## src/rtl/vote_session_ctrl.sv

```systemverilog
// Ballot sequencer for the majority-vote datapath: opens a window, latches first votes, tallies once.
// Optional EARLY_DECIDE_EN closes the window as soon as a strict majority is fixed.
module vote_session_ctrl #(
    parameter int  N_VOTERS    = 5,
    parameter int  TIMEOUT_CYC = 1000,
    parameter int  TMO_W       = 16,
    localparam int CNT_W       = $clog2(N_VOTERS + 1)
) (
    input  logic                clk,
    input  logic                rst_n,
    input  logic                start,
    input  logic [N_VOTERS-1:0] vote_yes,
    input  logic [N_VOTERS-1:0] vote_no,
    output logic [N_VOTERS-1:0] voted,
    output logic [CNT_W-1:0]    yes_count,
    output logic                busy,
    output logic                done,
    output logic                result,
    output logic                timed_out
);

    typedef enum logic [1:0] {
        S_IDLE,
        S_OPEN,
        S_TALLY,
        S_RESULT
    } state_t;

    localparam logic [CNT_W-1:0] HALF     = CNT_W'(N_VOTERS / 2);
    localparam logic [TMO_W-1:0] TMO_LAST = TMO_W'(TIMEOUT_CYC - 1);
`ifdef EARLY_DECIDE_EN
    localparam logic [CNT_W-1:0] MAJ      = CNT_W'(N_VOTERS / 2 + 1);
`endif

    state_t              state_q;
    logic [N_VOTERS-1:0] voted_q, voted_d;
    logic [CNT_W-1:0]    yes_count_q, yes_count_d;
    logic [CNT_W-1:0]    no_count_q, no_count_d;
    logic [TMO_W-1:0]    timer_q;
    logic                tmo_close_q;
    logic                busy_q, done_q, result_q, timed_out_q;

    logic [N_VOTERS-1:0] accept;
    logic                all_voted, timer_hit, decided;

    function automatic logic [CNT_W-1:0] popcount(input logic [N_VOTERS-1:0] v);
        logic [CNT_W-1:0] c;
        c = '0;
        for (int i = 0; i < N_VOTERS; i++) c = c + CNT_W'(v[i]);
        return c;
    endfunction

    // NOTE: every signal gets a default before any branch so no path leaves one unassigned (no latch).
    always_comb begin
        accept      = '0;
        voted_d     = voted_q;
        yes_count_d = yes_count_q;
        no_count_d  = no_count_q;
        all_voted   = 1'b0;
        timer_hit   = 1'b0;
        decided     = 1'b0;
        if (state_q == S_OPEN) begin
            // A voter counts only with exactly one strobe and no earlier vote this session.
            accept      = ~voted_q & (vote_yes ^ vote_no);
            voted_d     = voted_q | accept;
            yes_count_d = yes_count_q + popcount(accept & vote_yes);
            no_count_d  = no_count_q + popcount(accept & vote_no);
            all_voted   = &voted_d;
            timer_hit   = (timer_q == TMO_LAST);
`ifdef EARLY_DECIDE_EN
            decided     = (yes_count_d >= MAJ) || (no_count_d >= MAJ);
`endif
        end
    end

    // NOTE: sequential state uses non-blocking assignments so all registers update from pre-edge values.
    always_ff @(posedge clk or negedge rst_n) begin
        if (!rst_n) begin
            state_q     <= S_IDLE;
            voted_q     <= '0;
            yes_count_q <= '0;
            no_count_q  <= '0;
            timer_q     <= '0;
            tmo_close_q <= 1'b0;
            busy_q      <= 1'b0;
            done_q      <= 1'b0;
            result_q    <= 1'b0;
            timed_out_q <= 1'b0;
        end else begin
            done_q <= 1'b0;
            case (state_q)
                S_IDLE, S_RESULT: begin
                    if (start) begin
                        voted_q     <= '0;
                        yes_count_q <= '0;
                        no_count_q  <= '0;
                        timer_q     <= '0;
                        tmo_close_q <= 1'b0;
                        result_q    <= 1'b0;
                        timed_out_q <= 1'b0;
                        busy_q      <= 1'b1;
                        state_q     <= S_OPEN;
                    end
                end
                S_OPEN: begin
                    voted_q     <= voted_d;
                    yes_count_q <= yes_count_d;
                    no_count_q  <= no_count_d;
                    timer_q     <= timer_q + TMO_W'(1);
                    // Completion and early decision take priority over the timeout.
                    if (all_voted || decided || timer_hit) begin
                        tmo_close_q <= !(all_voted || decided);
                        state_q     <= S_TALLY;
                    end
                end
                S_TALLY: begin
                    result_q    <= (yes_count_q > HALF);
                    timed_out_q <= tmo_close_q;
                    busy_q      <= 1'b0;
                    done_q      <= 1'b1;
                    state_q     <= S_RESULT;
                end
                default: state_q <= S_IDLE;
            endcase
        end
    end

    assign voted     = voted_q;
    assign yes_count = yes_count_q;
    assign busy      = busy_q;
    assign done      = done_q;
    assign result    = result_q;
    assign timed_out = timed_out_q;

endmodule

```

## config.mk

```make
export PLATFORM = sky130hd
export DESIGN_NAME = vote_session_ctrl
export DESIGN_NICKNAME = d
export VERILOG_FILES = /design/src/rtl/vote_session_ctrl.sv
export SDC_FILE = /design/constraint.sdc
export NUM_CORES = 1
export LEC_CHECK = 0
export ABC_AREA = 1
export BUFFER_PORTS_ARGS = -buffer_cell sky130_fd_sc_hd__buf_4
export CAP_MARGIN = 15
export CORE_ASPECT_RATIO = 1.2
export CORE_UTILIZATION = 35
export CTS_CLUSTER_SIZE = 14
export DETAILED_ROUTE_END_ITERATION = 8
export HOLD_SLACK_MARGIN = 0.06
export PLACE_DENSITY_LB_ADDON = 0.12
export SLEW_MARGIN = 20
export SYNTH_ARGS = -nofsm -noshare
export SYNTH_HDL_FRONTEND = slang
export SYNTH_SLANG_ARGS = --single-unit
```

## constraint.sdc

```tcl
create_clock -name clk -period 3.8 [get_ports clk]
set_clock_uncertainty 0.15 [all_clocks]
set_input_delay 0.95 -clock clk [delete_from_list [all_inputs] [get_ports clk]]
set_output_delay 0.95 -clock clk [all_outputs]
set_load 0.02 [all_outputs]
```

# --- Yosys cells after proc, flatten, opt, wreduce, memory -nomap -nowiden ---
# Index checks and enable logic that the tools add are counted.
totals:
  reg_bits: 31
  input_bits: 13
  word_cells: 57
op_classes:
  n_addsub: 6
  n_lt_le_gt_ge: 1
  eq_ne: 6
  muxes: 19
  bitwise_logic: 5
  n_reduce_logical: 11
op_table:
  columns: ["cell", "n"]
  rows:
  - ["16-bit case mux with 2 select lines", 1]
  - ["16-bit by 1-bit adder with 16-bit output, second input constant", 1]
  - ["16-bit by 10-bit == test with 1-bit output, second input constant", 1]
  - ["16-bit two-way mux", 1]
  - ["5-bit AND", 2]
  - ["5-bit case mux with 2 select lines", 1]
  - ["1-bit case mux with 2 select lines", 4]
  - ["3-bit by 1-bit adder with 3-bit output", 2]
  - ["1-bit two-way mux", 6]
  - ["2-bit case mux with 3 select lines", 1]
  - ["3-bit case mux with 2 select lines", 1]
  - ["2-bit AND reduction", 3]
  - ["5-bit two-way mux", 1]
  - ["5-bit NOT", 1]
  - ["5-bit OR", 1]
  - ["5-bit AND reduction", 1]
  - ["5-bit XOR", 1]
  - ["2-bit == test, second input constant", 2]
  - ["2-bit two-way mux", 2]
  - ["2-bit nonzero test", 2]
  - ["2-bit by 1-bit adder with 3-bit output", 1]
  - ["3-bit adder", 1]
  - ["3-bit by 2-bit > comparator with 1-bit output, second input constant", 1]
  - ["3-bit two-way mux", 1]
  - ["other kinds (9)", 9]

# --- Longest topological paths before layout ---
# Gate-level depths: netlist of run 1.
depth:
  ltp_word: 9
  ltp_mapped: 12
  mapped_depth_nobuf: 12

# --- Least setup slack after synthesis of run 1 ---
# OpenSTA, ideal clock, no wires.
synth_timing:
  path_type: "input to register"
  from: "input vote_no[0]"
  to: "register yes_count_q[1] (netlist: yes_count[1])"
  setup_ns: 0.083
  arrival_ns: 2.947
  path_slack_ns: 0.620
  cell_stages: 11
  path_buffers: 0
  path_cell_list: "inv_1 > nand2_1 > nor2_1 > fa_1 > inv_1 > fa_1 > inv_1 > ha_1 > inv_1 > fa_1 > o21ai_0"
synth_between:
  elab_chain_cells: 9
synth_lines:
  columns: ["item", "line", "source"]
  rows:
  - ["start: declaration", "13", "input logic [N_VOTERS-1:0] vote_no,"]
  - ["5-bit XOR", "64", "accept = ~voted_q & (vote_yes ^ vote_no);"]
  - ["5-bit AND", "64", null]
  - ["5-bit AND", "66", "yes_count_d = yes_count_q + popcount(accept & vote_yes);"]
  - ["1-bit by 1-bit adder with 2-bit output", "49", "for (int i = 0; i < N_VOTERS; i++) c = c + CNT_W'(v[i]);"]
  - ["2-bit by 1-bit adder with 3-bit output", "49", null]
  - ["3-bit by 1-bit adder with 3-bit output (2 in series)", "49", null]
  - ["3-bit adder", "66", null]
  - ["3-bit case mux with 2 select lines", "91", "case (state_q)"]
  - ["end signal: assignment", "107", "yes_count_q <= yes_count_d;"]
  - ["end: declaration", "37", "logic [CNT_W-1:0] yes_count_q, yes_count_d;"]
# No other way between the ends.
# A chain may end at the register's enable or synchronous reset.

# --- Final worst setup path of run 1 ---
layout_timing:
  from: "input vote_yes[0]"
  to: "register yes_count_q[2] (netlist: yes_count[2])"
layout_between:
  elab_chain_cells: 9
layout_lines:
  columns: ["item", "line", "source"]
  rows:
  - ["start: declaration", "12", "input logic [N_VOTERS-1:0] vote_yes,"]
  - ["5-bit XOR", "64", null]
  - ["5-bit AND", "64", null]
  - ["5-bit AND *", "66", null]
  - ["1-bit by 1-bit adder with 2-bit output *", "49", null]
  - ["2-bit by 1-bit adder with 3-bit output *", "49", null]
  - ["3-bit by 1-bit adder with 3-bit output * (2 in series)", "49", null]
  - ["3-bit adder *", "66", null]
  - ["3-bit case mux with 2 select lines *", "91", null]
# Every way passes the cells marked *; elsewhere a longest branch is shown, timed or not.

==> impl_metrics.json, run 1 <==
{
  "numCtsBuffers": 5,
  "stdcell_area_um2": 2230,
  "drt_iter0_drc": 46,
  "num-fill-cells": 533,
  "cp_slowest_cell": "fa_1",
  "wl_met2_um": 1940,
  "synth_top_family_by_area": "simple AND/OR/NAND/NOR gates",
  "synth_common_cells": "nand2_1 (50), inv_1 (41), dfrtp_1 (31), nand3_1 (20), nor2_1 (20)",
  "wl_met1_um": 1900,
  "slew_viol_final": 0,
  "hold_depth": 2,
  "relSlewSlack_pct": 72.2,
  "syn2layout_area_growth_pct": 19.0,
  "p_leak_nw": 1.14,
  "design.die.area_um2": 5640,
  "finalCritPeriodShare_pct": 80.3,
  "synthMuxAreaShare_pct": 0,
  "worst_ep_arrival_time_ps": 3070,
  "synth-seq-cells": 31,
  "grt_antenna_before_repair": 0,
  "cts_num_sinks": 31,
  "hold_path_class": "reg -> reg",
  "root_buffer": "clkbuf_8",
  "grt_usage_pct": 16.3,
  "synth_area_leaders": "dfrtp_1 (41%), nand2_1 (10%), inv_1 (8.2%)",
  "synth-edff-count": 0,
  "grt_pass1_wl_um": 6720,
  "die_width_um": 68.7,
  "synth.net_count": 266,
  "power_density_nw_per_um2": 653,
  "ys_async_sr_fraction_pct": 100,
  "routed_wl_um": 4020,
  "synth.most_common_cell": "nand2_1",
  "multiInputGateArea_um2": 912,
  "ys_types": 28,
  "fp.coreArea_um2": 5040,
  "r2r-end": "yes_count[2]",
  "maxCapViolCount": 0,
  "fmax_mhz": 328,
  "cts_setup_buffers": 0,
  "syn_area_um2": 1870,
  "vias_per_cell": 4.85,
  "synth_flop_cell": "dfrtp_1",
  "row_count": 28,
  "drive_gt1_share_pct": 16.5,
  "dr.max_layer_used": "met4",
  "tns_ps": 0,
  "gp_congestion": 0.837,
  "fp.dieH_um": 82.1,
  "synth-seq-area-share_pct": 41.5,
  "crit_start": "vote_yes[0]",
  "r2r_cells": 9,
  "cts_tree": "yes",
  "yosysWarnings": 0,
  "min_period_ps": 3050,
  "drc": 0,
  "seq_area_um2": 776,
  "grt_max_degree": 32,
  "tightest_slew_ps": 417,
  "cts_hold_buf": 0,
  "post-dp-hpwl_um": 3050,
  "grt_pass1_vias": 1457,
  "path_cells": "buf_4 -> nand2_1 -> nor2_1 -> fa_1 -> inv_1 -> fa_1 -> inv_1 -> ha_1 -> inv_1 -> fa_1 -> xnor2_1 -> o21ai_0",
  "diodes": 0,
  "synth_top_area_cell": "dfrtp_1",
  "worst_ep_required_time_ps": 3820,
  "rsz0062_at_grt": "no",
  "synth_compound_area_share_pct": 9.83,
  "synth_cells": 244,
  "slowest_delay_ps": 510,
  "yosys.area_share.simple_pct": 30.8,
  "finalNetCount": 294,
  "end_kind": "register",
  "peakVddDrop_v": 0.000263,
  "worstHoldStart": "busy",
  "clk_latency_ps": 280,
  "r2r_slack_ps": 1160,
  "ioPinCount": 25,
  "ctsResizeCount": 0,
  "vias": 1615,
  "path_class": "in -> reg",
  "r2r-start": "yes_count[0]",
  "syn_area_per_cell_um2": 7.67,
  "wire_per_inst_um": 12.1,
  "synth-xor-area-share_pct": 0.936,
  "utilization_pct": 44.1,
  "hold_viol": 0,
  "cts_max_level": 2,
  "place_area_um2": 2110,
  "cp-start-kind": "input pin",
  "power_mw": 1.45,
  "wl_met3_um": 137,
  "first_pass_iters": 4,
  "yosysTopAreaCellShare_pct": 41.5,
  "clockBufferDepth": 2,
  "min_to": "busy",
  "cp_max_fo": 2,
  "overflow": 0,
  "ant_nets": 0,
  "place.port_buffers": 24,
  "synth_adder_area_share_pct": 7.22,
  "start_util_pct": 37.1,
  "outcome": "finished clean",
  "setup_violations": 0,
  "clkSlewWorstSetupHoldPaths_ps": 70
}
registers in the layout, indices dropped and copies added, names as in the netlist:
| name | cells |
|---|---|
| timer_q | 16 |
| voted | 5 |
| yes_count | 3 |
| state_q | 2 |
| busy | 1 |
| done | 1 |
| result | 1 |
| timed_out | 1 |
| tmo_close_q | 1 |
layout make-up:
type,count,area share [%]
well taps,60,3.37
clock inverters,2,1.57
flip-flops and latches,31,34.9
repair buffers,24,8.09
multi-input cells,166,41.0
inverters,44,7.42
clock buffers,6,3.71
critical path: cells and delay by family:
| family | cells | cell delay (ps) |
|---|---|---|
| xor+xnor | 1 | 150 |
| buf+inv | 4 | 280 |
| fa+ha+maj | 4 | 1470 |
| compound gates | 1 | 80 |
| simple gates | 2 | 130 |
cells in the final DEF (no fill, tap or decap), drive strengths merged, types with 6 or more instances in the layout:
cell,netlist,layout
nor2,22,22
clkbuf,0,6
buf,3,24
nor3,10,10
o21ai,15,15
nand4,15,15
a21oi,15,15
nand3,20,20
dfrtp,31,31
inv,44,44
nand2,53,53
ha,6,6
how the worst max path moves through the flow:
stage               slack [ps]           end  depth (start not counted)
finish                     750  yes_count[2]                         12
global route               600  yes_count[2]                         13
CTS                        730  yes_count[1]                         11
detailed placement         430  yes_count[2]                         12
global placement           440  yes_count[2]                         12
floorplan                  620  yes_count[1]                         11
report_power, final:
group	leakage, nW	internal [mW]	total, mW	switching, mW
sequential	0.415	0.406	0.470	0.0642
clock	0.0612	0.212	0.340	0.128
combinational	0.661	0.223	0.643	0.420
total	1.14	0.841	1.45	0.612
metrics by stage:
| step | setup slack (ps) | hold WS (ps) | cells |
|---|---|---|---|
| CTS | 734 | 363 | 333 |
| detailed placement | 427 | 343 | 325 |
| global route | 600 | 407 | 333 |
| global placement | 436 | 340 | 325 |
| floorplan | 620 | 317 | 244 |
| finish | 747 | 357 | 333 |
cell families after synthesis:
| kind of cell | Yosys count |
|---|---|
| compound gates | 33 |
| xor+xnor | 2 |
| buf+inv | 47 |
| fa+ha+maj | 9 |
| flops | 31 |
| simple gates | 122 |
routing by layer:
metal  track usage [%]  vias up
li1                  -      853
met1              19.5      736
met2              28.1       21
met3              3.75        5
met4              5.51        0
met5                 0        -
(Power assumes the default switching activity.)
==> run 2: changes to the inputs <==
- clock period: 3.8 -> 2.7 ns (I/O delays scaled with it)
==> run 2 against run 1 <==
The flow now finishes with violations (setup timing). Cell count up 0.60%. Combinational power up 49%. Register-to-register slack worse by 1000 ps. Sequential share of layout area down 1.1 points. Non-clock buffer count up 2. Hold slack worse by 190 ps. Clock power up 41%. Core utilization up 1.4 points. Wire length up 1.8%. Highest routed layer unchanged.
==> impl_metrics.json, run 2 (synthesis results as in run 1) <==
{
  "outcome": "complete, but fails checks",
  "violations": "setup timing",
  "clkSlewWorstSetupHoldPaths_ps": 70,
  "ant_nets": 0,
  "drc": 0,
  "ioPinCount": 25,
  "clockBufferDepth": 2,
  "grt_usage_pct": 16.4,
  "rsz0062_at_grt": "yes",
  "maxCapViolCount": 0,
  "place_area_um2": 2150,
  "cts_tree": "yes",
  "slowest_delay_ps": 510,
  "relSlewSlack_pct": 72.7,
  "gp_congestion": 0.832,
  "slew_viol_final": 0,
  "r2r_slack_ps": 110,
  "routed_wl_um": 4090,
  "cp-start-kind": "input pin",
  "post-dp-hpwl_um": 3100,
  "start_util_pct": 37.1,
  "tightest_slew_ps": 407,
  "fmax_mhz": 370,
  "cts_max_level": 2,
  "root_buffer": "clkbuf_8",
  "peakVddDrop_v": 0.000450,
  "cts_num_sinks": 31,
  "layout_common_cells": "nand2_1 (48), inv_1 (37), dfrtp_1 (31)",
  "diodes": 0,
  "end_kind": "register",
  "p_leak_nw": 1.16,
  "place.port_buffers": 24,
  "grt_pass1_wl_um": 6840,
  "cts_hold_buf": 0,
  "clk_latency_ps": 280,
  "grt_antenna_before_repair": 0,
  "pre_cts_slack_ps": -400,
  "grt_max_degree": 32,
  "vias": 1640,
  "vias_per_cell": 4.90,
  "fin_cells": 335,
  "path_cells": "buf_6 -> nand2_4 -> nor2_4 -> fa_1 -> inv_2 -> fa_1 -> inv_1 -> ha_2 -> inv_2 -> fa_2 -> xnor2_2 -> o21ai_1",
  "wire_per_inst_um": 12.2,
  "max_flop_register": "timer_q",
  "cp_slowest_cell": "fa_1",
  "drive_gt1_share_pct": 21.1,
  "die_width_um": 68.7,
  "stdcell_area_um2": 2300,
  "worst_ep_required_time_ps": 2760,
  "worst_ep_arrival_time_ps": 2770,
  "grt_pass1_vias": 1532,
  "final_common_cell": "nand2_1",
  "numCtsBuffers": 5,
  "cp_max_fo": 2,
  "placed_cells": 327,
  "hold_viol": 0,
  "finalNetCount": 296,
  "min_period_ps": 2700,
  "row_count": 28,
  "design.die.area_um2": 5640,
  "largest_reg_flops": 16,
  "path_class": "in -> reg",
  "setup_ws_ps": -4.26,
  "r2r-start": "yes_count[0]",
  "drt_iter0_drc": 72,
  "r2r-end": "yes_count[2]",
  "setup_violations": 1,
  "finalCritPeriodShare_pct": 100,
  "hold_path_class": "in -> async",
  "power_mw": 2.11,
  "fp.dieH_um": 82.1,
  "power_density_nw_per_um2": 917,
  "syn2layout_area_growth_pct": 22.7,
  "overflow": 0,
  "fp.coreArea_um2": 5040,
  "first_pass_iters": 4,
  "r2r_cells": 9,
  "cts_setup_buffers": 0
}
[run 2: cell types whose count changed in the layout (fill, tap and decap cells not counted), sizes merged]
cell	before	now
buf	24	26
[run 2: where the power goes]
| part | switching (mW) | total (mW) | internal, mW | leakage [nW] |
|---|---|---|---|---|
| logic | 0.614 | 0.960 | 0.346 | 0.684 |
| registers | 0.0946 | 0.665 | 0.571 | 0.415 |
| clock network | 0.182 | 0.481 | 0.299 | 0.0612 |
[run 2: repair_timing]
action / CTS / global route
setup endpoints to repair: 2 / 2
pin swaps: 8 / 7
resized for setup: 7 / 4
[run 2: layout make-up]
type                    instances  area [um2]
fillers                       539        2750
multi-input cells             166         945
flip-flops and latches         31         776
repair buffers                 26         210
inverters                      44         173
clock buffers                   6        82.6
well taps                      60        75.1
clock inverters                 2        35.0
[run 2: layer usage]
metal,global-route usage (%),routed length (um)
met1,19.6,1930
met2,28.7,1980
met3,4.31,144
met4,4.29,44
met5,0,0
[run 2: worst max-delay path by stage]
stage / from / end / slack (ps) / cells past startpoint
floorplan: vote_no[2] / yes_count[1] / -160 / 11
global placement: vote_no[2] / yes_count[1] / -370 / 12
detailed placement: vote_no[2] / yes_count[2] / -400 / 13
CTS: vote_no[0] / yes_count[2] / -20 / 13
global route: vote_no[2] / yes_count[2] / -70 / 13
finish: vote_yes[2] / yes_count[2] / -4 / 12
[run 2: through the flow]
step	setup TNS, ps	utilization, %	hold slack, ps
2_1_floorplan	-291	-	229
3_3_place_gp	-754	42.5	338
3_5_place_dp	-800	42.5	345
4_1_cts	-21.6	45.1	183
5_1_grt	-107	45.5	204
6_report	-4.26	45.5	166
[run 2: worst max-delay path, delay by kind of cell]
family	cells	cell delay, ps
adders and majority gates	4	1490
buffers and inverters	4	250
xor gates and xnor gates	1	130
AOI/OAI and AO/OA	1	120
and+or+nand+nor	2	100
